$ cat config.mk
export PLATFORM = sky130hd
export DESIGN_NAME = d_sram_like_to_sram
export DESIGN_NICKNAME = d
export VERILOG_FILES = /design/src/rtl/sram_like_pkg.sv /design/src/rtl/sram_like_be_gen.sv /design/src/rtl/d_sram_like_to_sram.sv
export SDC_FILE = /design/constraint.sdc
export NUM_CORES = 1
export LEC_CHECK = 0
export BUFFER_PORTS_ARGS = -buffer_cell sky130_fd_sc_hd__buf_2
export CORE_MARGIN = 1.5
export CORE_UTILIZATION = 40
export CTS_BUF_LIST = sky130_fd_sc_hd__clkbuf_8
export CTS_CLUSTER_SIZE = 8
export DETAILED_ROUTE_END_ITERATION = 12
export PLACE_DENSITY = 0.69
export SLEW_MARGIN = 10
export SYNTH_ARGS = -nofsm -noshare
export SYNTH_HDL_FRONTEND = slang
export SYNTH_HIERARCHICAL = 1
export SYNTH_SLANG_ARGS = --single-unit
$ cat constraint.sdc
create_clock -name clk -period 6.6 [get_ports clk]
set_input_delay 0.66 -clock clk [delete_from_list [all_inputs] [get_ports clk]]
set_output_delay 0.66 -clock clk [all_outputs]
set_load 0.02 [all_outputs]
$ cat src/rtl/sram_like_pkg.sv
// Shared encodings for the data-side SRAM-like responder: access sizes, FSM states and the
// stall LFSR seed.
package sram_like_pkg;

  localparam logic [1:0] SIZE_BYTE = 2'd0;
  localparam logic [1:0] SIZE_HALF = 2'd1;
  localparam logic [1:0] SIZE_WORD = 2'd2;

  typedef enum logic [1:0] {
    StIdle,
    StDelay,
    StAccess,
    StResp
  } state_e;

  localparam logic [7:0] LFSR_SEED = 8'hA5;

endpackage

$ cat src/rtl/sram_like_be_gen.sv
// Byte-enable generator: maps access size and the low address bits to SRAM byte lanes.
module sram_like_be_gen
  import sram_like_pkg::*;
(
  input  logic [1:0] size,
  input  logic [1:0] addr_lo,
  output logic [3:0] be
);

  always_comb begin
    be = 4'b1111;
    case (size)
      SIZE_BYTE: be = 4'b0001 << addr_lo;
      SIZE_HALF: be = addr_lo[1] ? 4'b1100 : 4'b0011;
      // Word and the illegal size 3 both cover the whole aligned word.
      default:   be = 4'b1111;
    endcase
  end

endmodule

$ cat src/rtl/d_sram_like_to_sram.sv
// Data-side SRAM-like responder backed by a one-cycle synchronous SRAM, single outstanding access.
// Define SRAM_LIKE_RAND_STALL_EN to gate the idle address handshake with an 8-bit LFSR.
module d_sram_like_to_sram
  import sram_like_pkg::*;
#(
  parameter int unsigned ADDR_W  = 14,
  parameter int unsigned LATENCY = 0
) (
  input  logic              clk,
  input  logic              rst,
  input  logic              data_req,
  input  logic              data_wr,
  input  logic [1:0]        data_size,
  input  logic [31:0]       data_addr,
  input  logic [31:0]       data_wdata,
  output logic              data_addr_ok,
  output logic              data_data_ok,
  output logic [31:0]       data_rdata,
  output logic              ram_en,
  output logic [3:0]        ram_wen,
  output logic [ADDR_W-1:0] ram_addr,
  output logic [31:0]       ram_wdata,
  input  logic [31:0]       ram_rdata
);

  localparam logic [3:0] LatLoad = (LATENCY > 0) ? 4'(LATENCY - 1) : 4'd0;

  state_e            state_q, state_d;
  logic [3:0]        cnt_q, cnt_d;
  logic              wr_q;
  logic [1:0]        size_q;
  logic [ADDR_W+1:0] addr_q;
  logic [31:0]       wdata_q;
  logic [31:0]       hold_q, hold_d;
  logic              latch_en;
  logic              idle_ok;
  logic [3:0]        be;

  // Upper address bits alias and are intentionally dropped.
  logic unused_addr_hi;
  assign unused_addr_hi = ^data_addr[31:ADDR_W+2];

`ifdef SRAM_LIKE_RAND_STALL_EN
  logic [7:0] lfsr_q;

  always_ff @(posedge clk or posedge rst) begin
    if (rst) begin
      lfsr_q <= LFSR_SEED;
    end else begin
      lfsr_q <= {lfsr_q[6:0], lfsr_q[7] ^ lfsr_q[5] ^ lfsr_q[4] ^ lfsr_q[3]};
    end
  end

  assign idle_ok = lfsr_q[0];
`else
  assign idle_ok = 1'b1;
`endif

  sram_like_be_gen u_be_gen (
    .size    (size_q),
    .addr_lo (addr_q[1:0]),
    .be      (be)
  );

  always_comb begin
    state_d      = state_q;
    cnt_d        = cnt_q;
    hold_d       = hold_q;
    latch_en     = 1'b0;
    data_addr_ok = 1'b0;
    data_data_ok = 1'b0;
    data_rdata   = hold_q;
    ram_en       = 1'b0;
    ram_wen      = 4'b0000;
    unique case (state_q)
      StIdle: begin
        data_addr_ok = idle_ok;
        if (data_req && idle_ok) begin
          latch_en = 1'b1;
          if (LATENCY > 0) begin
            state_d = StDelay;
            cnt_d   = LatLoad;
          end else begin
            state_d = StAccess;
          end
        end
      end
      StDelay: begin
        if (cnt_q == 4'd0) begin
          state_d = StAccess;
        end else begin
          cnt_d = cnt_q - 4'd1;
        end
      end
      StAccess: begin
        ram_en  = 1'b1;
        ram_wen = wr_q ? be : 4'b0000;
        state_d = StResp;
      end
      StResp: begin
        data_data_ok = 1'b1;
        if (!wr_q) begin
          data_rdata = ram_rdata;
          hold_d     = ram_rdata;
        end
        state_d = StIdle;
      end
    endcase
  end

  always_ff @(posedge clk or posedge rst) begin
    if (rst) begin
      state_q <= StIdle;
      cnt_q   <= 4'd0;
      wr_q    <= 1'b0;
      size_q  <= 2'd0;
      addr_q  <= '0;
      wdata_q <= 32'd0;
      hold_q  <= 32'd0;
    end else begin
      state_q <= state_d;
      cnt_q   <= cnt_d;
      hold_q  <= hold_d;
      if (latch_en) begin
        wr_q    <= data_wr;
        size_q  <= data_size;
        addr_q  <= data_addr[ADDR_W+1:0];
        wdata_q <= data_wdata;
      end
    end
  end

  assign ram_addr  = addr_q[ADDR_W+1:2];
  assign ram_wdata = wdata_q;

endmodule
Yosys cells after proc, flatten, opt, wreduce, memory -nomap -nowiden
Cells that the tools add are included.
Operators by class
  $add $sub $neg: 1
  eq/ne operators: 6
  shift operators: 1
  mux-type cells: 14
  bitwise gates (word level): 1
  reduce and logical (&&, ||, !) cells: 5
Operators by type and width (count)
  32-bit two-way mux: 2
  4-bit two-way mux: 3
  2-bit case mux with 4 select lines: 1
  4-bit case mux with 2 select lines: 1
  1-bit two-way mux: 5
  2-bit by 1-bit == test with 1-bit output (second input constant): 2
  2-bit == test (second input constant): 2
  2-bit zero test: 2
  4-bit zero test: 1
  2-bit two-way mux: 2
  2-bit inequality test (second input constant): 2
  2-bit AND reduction: 2
  1-bit by 2-bit left shift with 4-bit output (first input constant): 1
  4-bit by 1-bit subtractor with 4-bit output (second input constant): 1
  1-bit NOT: 1
Word-level totals
  flip-flop bits (word level): 89
  input bits: 102
  output and inout bits: 85
  logic and storage cells: 35

Longest topological paths before layout
Gate-level depths: netlist of run 1.
  depth after elaboration: 4
  mapped depth: 5
  gate-level depth less buffers: 5

Cells and area by module
The synthesis of run 1 kept the hierarchy.
Modules (own cells, without submodules)
  d_sram_like_to_sram: instances 1, cells an instance 224, area an instance 3860.0 µm², sequential area each 2227.1 µm²
  sram_like_be_gen: instances 1, cells an instance 7, area an instance 43.8 µm², sequential area each 0.0 µm²

Worst setup path before layout of run 1
Ideal clock, no wire load.
  path type: reg2out
  start point: reg state_q[1]
  end point: out data_rdata[10]
  arrival: 1.282 ns
  data required time: 5.940 ns
  setup slack: 4.658 ns
  cell stages (with the launch flop): 6
  path buffers: 2
  cells stage by stage: dfrtp_1 and2_4 nand2b_1 buf_6 buf_6 mux2_4
On the way
  cells in the longest elaborated chain, start to end: 2
RTL lines
  start: declaration: RTL line d_sram_like_to_sram.sv:28  | state_e state_q, state_d;
  start signal: assignment: RTL line d_sram_like_to_sram.sv:113  | state_q <= StIdle;
  start signal: assignment: RTL line d_sram_like_to_sram.sv:121  | state_q <= state_d;
  2-bit == test: RTL line d_sram_like_to_sram.sv:75  | unique case (state_q)
  32-bit two-way mux: RTL line d_sram_like_to_sram.sv:75
  end: declaration: RTL line d_sram_like_to_sram.sv:18  | output logic [31:0] data_rdata,
No other way between the ends.

Final worst setup path of run 1
  start point: reg state_q[1]
  end point: out data_rdata[31]
The elaborated chain is that of the path after synthesis.

==> impl_metrics.yaml, run 1 <==
outcome:
  status: "finished clean"
finish:
  area_growth_syn_to_layout_pct: 26.2
  num_antenna_cells: 0
  fillers: 837
  drive_gt1_share_pct: 69.9
  final_cell_mix: "170 x buf_2, 89 x dfrtp_1, 80 x mux2_4"
  nNetsFinal: 493
  final_common_cell: "buf_2"
  final_util_pct: 52.6
clocking:
  clk_latency_ns: 0.34
  cts_max_level: 3
  clk_pin_slew_ns: 0.09
  ctsHoldBuffers: 0
  tritoncts: "done"
  cts.sinks: 89
  cts_setup_buffers: 0
  ctsResizeCount: 0
  cts_made_buffers: 9
  root_buffer: "clkbuf_8"
  cts_buffer_depth: 2
setup_path:
  crit_cells: 5
  cp-end-kind: "primary output"
  critPathLaunchType: "flip-flop"
  cp_max_fo: 32
  required_ns: 5.94
  critPathMaxStageDelay_ns: 0.46
  reg2reg_slack_ns: 4.65
  reg2reg_depth: 3
  critical_path_class: "flip-flop to primary output"
  arrival_ns: 2.10
  cp_top_family: "buffers and inverters"
  path_buf_inv: 2
  crit_slowest_cell: "buf_4"
  path_cells: "and2_4 > nand2b_2 > buf_4 > mux2_2 > buf_2"
global_routing:
  grt_pass1_vias: 2381
  grt_usage_pct: 14.3
  overflow: 0
  grt_max_degree: 90
  grt_antenna_before_repair: 0
  grt_pass1_wl_um: 11400
placed_design:
  dp_hpwl_um: 5080
  io_buffer_count: 170
  place_congestion: 0.717
floorplanning:
  die_h_um: 102
  ios: 187
  start_util_pct: 41.7
  fp.dieArea_um2: 10400
  core_um2: 9370
  fp.dieW_um: 102
  core.rowCount: 35
pwr:
  power.density_nw_per_um2: 556
  irDropWorstVdd_v: 0.000239
  p_leak_nw: 2.59
drt:
  first_pass_iters: 4
  drt_iter0_drc: 64
  viasPerCell: 4.47
  drc: 0
  drt_wl_total_um: 7280
  antenna_left: 0
  vias: 2341
  drt-wirelength-per-cell_um: 13.9
sta:
  slew_headroom_pct: 37.1
  grt_setup_unrepaired: "false"
  fmaxAchievable_mhz: 362
  setup_tns_ns: 0
  final.min_clock_period_ns: 2.76
  setup_viol: 0
  min_period_over_period_pct: 41.8
  skew_ns: 0.00829
  finalHoldViolations: 0
  maxSlewViolCount: 0
  tightest_slew_ns: 0.944
synth:
  ys_ff_latch: 89
  syn_area_um2: 3900
  ys_warn_count: 6
  synthCells: 231
  avgSynthCellArea_um2: 16.9
  ys_types: 23
  ys_seq_area_share_pct: 57.1
  syn_nets: 334
worst_hold_path:
  hold_class: "flip-flop to flip-flop"
  min_path_cells: 1
job:
  drv_cap: 0
## cells by family after synthesis
logic type / after synthesis / synth area share [%]
AOI/OAI and AO/OA: 5 / 0.897
and+or+nand+nor: 22 / 3.37
xor gates and xnor gates: 1 / 0.224
adders and majority gates: 1 / 0.320
muxes: 85 / 32.2
buffers and inverters: 28 / 5.96
DFF: 89 / 57.1
## where the power goes
| group | internal [mW] | leakage [nW] | total [mW] | switching, mW |
|---|---|---|---|---|
| registers | 0.813 | 1.06 | 0.943 | 0.130 |
| logic | 0.693 | 1.43 | 1.42 | 0.723 |
| clock network | 0.187 | 0.101 | 0.379 | 0.192 |
| total | 1.69 | 2.59 | 2.74 | 1.04 |
## final timing paths
kind,start,end
setup reg to reg,state_q[0],ram_wdata[25]
max in group asynchronous,rst,hold_q[16]
setup / recovery,state_q[1],data_rdata[31]
hold reg to reg,hold_q[14],hold_q[14]
hold / removal,hold_q[14],hold_q[14]
min in group asynchronous,rst,ram_wdata[7]
## flip-flops by register name, summed over array words and instances (netlist names)
name	flops
cnt_q	4
size_q	2
addr_q	16
state_q	2
ram_wdata	32
wr_q	1
hold_q	32
## routing by layer
layer	GRT usage [%]	vias up	routed length (um)
li1	-	1092	-
met1	17.9	1143	3180
met2	23.9	96	3460
met3	3.52	10	535
met4	5.77	0	112
met5	0	-	0
## synth_stat cells
library cell | number | area share, %
and2_4 | 2 | 0.45
and3_1 | 4 | 0.64
buf_4 | 14 | 2.7
buf_6 | 10 | 2.9
dfrtp_1 | 89 | 57
ha_1 | 1 | 0.32
inv_1 | 4 | 0.38
mux2_2 | 4 | 1.2
mux2_4 | 80 | 31
mux2i_1 | 1 | 0.26
nand2_1 | 1 | 0.096
nand2b_1 | 2 | 0.32
nand3b_1 | 1 | 0.19
nor2_1 | 4 | 0.38
nor2b_1 | 2 | 0.32
nor3_1 | 2 | 0.26
nor3b_1 | 1 | 0.19
nor4_1 | 1 | 0.16
o21ai_0 | 1 | 0.13
o21bai_1 | 4 | 0.77
or2_2 | 1 | 0.16
or2b_1 | 1 | 0.19
xnor2_1 | 1 | 0.22
## stage by stage
stage	total power, mW	setup WS, ns	instance area (um2)	std cells	hold slack [ns]
6_report	2.74	3.84	4920	524	0.494
5_1_grt	2.90	3.73	4920	524	0.507
4_1_cts	2.78	3.82	4920	524	0.498
3_5_place_dp	2.38	4.22	4720	508	0.479
3_3_place_gp	2.35	4.26	4720	508	0.472
2_1_floorplan	2.06	3.63	3900	231	0.483
## area by class of cell
cell class | instances | area [um2] | share of cell area [%]
Clock buffer | 10 | 138 | 2.79
Tap cell | 129 | 161 | 3.28
Sequential cell | 89 | 2230 | 45.2
Clock inverter | 6 | 66.3 | 1.35
Timing Repair Buffer | 172 | 870 | 17.7
Inverter | 4 | 16.3 | 0.330
Multi-Input combinational cell | 114 | 1450 | 29.4
Note: power is estimated with default switching activity, not from simulation.
==> run 2: changes to the inputs <==
- PLACE_DENSITY: 0.69 -> 0.71
- clock period: 6.6 -> 2.3 ns (I/O delays scaled with it)
==> impl_metrics.yaml, run 2 (same netlist as run 1, synthesis figures left out) <==
outcome:
  status: "finished clean"
setup_path:
  required_ns: 2.07
  critPathMaxStageDelay_ns: 0.43
  critical_path_class: "flip-flop to primary output"
  path_cells: "and2_4 > nand2b_2 > buf_12 > mux2_2 > buf_2"
  crit_slowest_cell: "dfrtp_1"
  critPathLaunchType: "flip-flop"
  cp-end-kind: "primary output"
  cp_max_fo: 16
  reg2reg_depth: 4
  arrival_ns: 1.93
global_routing:
  overflow: 0
  grt_usage_pct: 14.8
  use_met1_pct: 18.4
  grt-busiest-layer: "met2"
  grt_max_degree: 90
  grt_pass1_vias: 2445
  grt_antenna_before_repair: 0
  grt_pass1_wl_um: 11700
  use_met3_pct: 4.14
  gr-usage-met2_pct: 24.3
sta:
  final.min_clock_period_ns: 2.16
  skew_ns: 0.00906
  slew_headroom_pct: 69.0
  maxSlewViolCount: 0
  fmaxAchievable_mhz: 463
  grt_setup_unrepaired: "false"
  finalHoldViolations: 0
  min_period_over_period_pct: 94.0
  setup_viol: 0
  setup_tns_ns: 0
  hold_slack_ns: 0.00817
  tightest_slew_ns: 0.464
finish:
  area_growth_syn_to_layout_pct: 27.4
  final_common_cell: "buf_2"
  nNetsFinal: 498
  num_antenna_cells: 0
  fillers: 838
  final_cell_mix: "170 x buf_2, 89 x dfrtp_1, 80 x mux2_4"
  drive_gt1_share_pct: 70.5
pwr:
  irDropWorstVdd_v: 0.000706
  total_power_mw: 7.82
  power.density_nw_per_um2: 1570
  p_leak_nw: 2.61
floorplanning:
  fp.dieArea_um2: 10400
  core.rowCount: 35
  start_util_pct: 41.7
  die_h_um: 102
  core_um2: 9370
  fp.dieW_um: 102
  ios: 187
drt:
  drc: 0
  viasPerCell: 4.48
  vias: 2369
  drt_wl_total_um: 7450
  first_pass_iters: 4
  drt_iter0_drc: 56
  drt-wirelength-per-cell_um: 14.1
  antenna_left: 0
placed_design:
  dp_hpwl_um: 5370
  place_congestion: 0.709
  io_buffer_count: 170
clocking:
  root_buffer: "clkbuf_8"
  cts_buffer_depth: 2
  clk_pin_slew_ns: 0.09
  cts.sinks: 89
  tritoncts: "done"
  cts_made_buffers: 9
  ctsResizeCount: 0
  clk_latency_ns: 0.35
  cts_setup_buffers: 0
  cts_max_level: 3
  ctsHoldBuffers: 0
worst_hold_path:
  hold_class: "input port to asynchronous set/reset pin"
job:
  drv_cap: 0
## run 2: cell count changes in the layout (fill, tap and decap cells not counted)
cell        previous run  this run
clkinv_2               1         2
bufinv_16              1         0
inv_6                  2         1
clkinvlp_4             2         3
buf_4                  1         4
clkinv_4               0         1
inv_1                  4         3
buf_12                 0         3
buf_6                  1         0
## run 2: path summary, 6_finish.rpt
| check | start | endpoint | slack, ns |
|---|---|---|---|
| setup / recovery | state_q[1] | data_rdata[0] | 0.14 |
| hold / removal | rst | addr_q[7] | 0.008 |
| setup reg to reg | state_q[0] | ram_wdata[22] | 0.58 |
| hold reg to reg | hold_q[22] | hold_q[22] | 0.50 |
| max in group asynchronous | rst | hold_q[17] | 1.92 |
| min in group clk | data_addr[0] | addr_q[0] | 0.11 |
## run 2: area by class of cell
type	count	area [um2]	share of cell area, %
Sequential cell	89	2230	44.8
Multi-Input combinational cell	114	1450	29.1
Timing Repair Buffer	177	941	18.9
Tap cell	129	161	3.24
Clock buffer	10	138	2.77
Clock inverter	6	42.5	0.855
Inverter	4	18.8	0.377
## run 2: through the flow
step                      area, um2  setup WS, ns  util [%]  instances
after floorplan                3910         0.647         -        231
after global placement         4790         0.532      51.2        513
after detailed placement       4790         0.489      51.2        513
after CTS                      4970        0.0979      53.1        529
after global routing           4970       0.00423      53.1        529
final                          4970         0.139      53.1        529
## run 2: worst max-delay path, delay by kind of cell (launching register included)
kind	cells	cell delay, ns
AND/OR/NAND/NOR	2	0.42
flip-flops	1	0.43
buffers and inverters	2	0.37
multiplexers	1	0.36
## run 2: routing by layer
metal  vias to the layer above  part of all wire (%)
li1                       1106                     -
met1                      1149                    44
met2                       106                    47
met3                         8                   7.2
met4                         0                   1.4
met5                         -                     0
## run 2: power breakdown
group          internal, mW  leakage (nW)  switching [mW]
combinational          2.04          1.47            2.09
clock                 0.424        0.0887           0.550
sequential             2.33          1.06           0.375
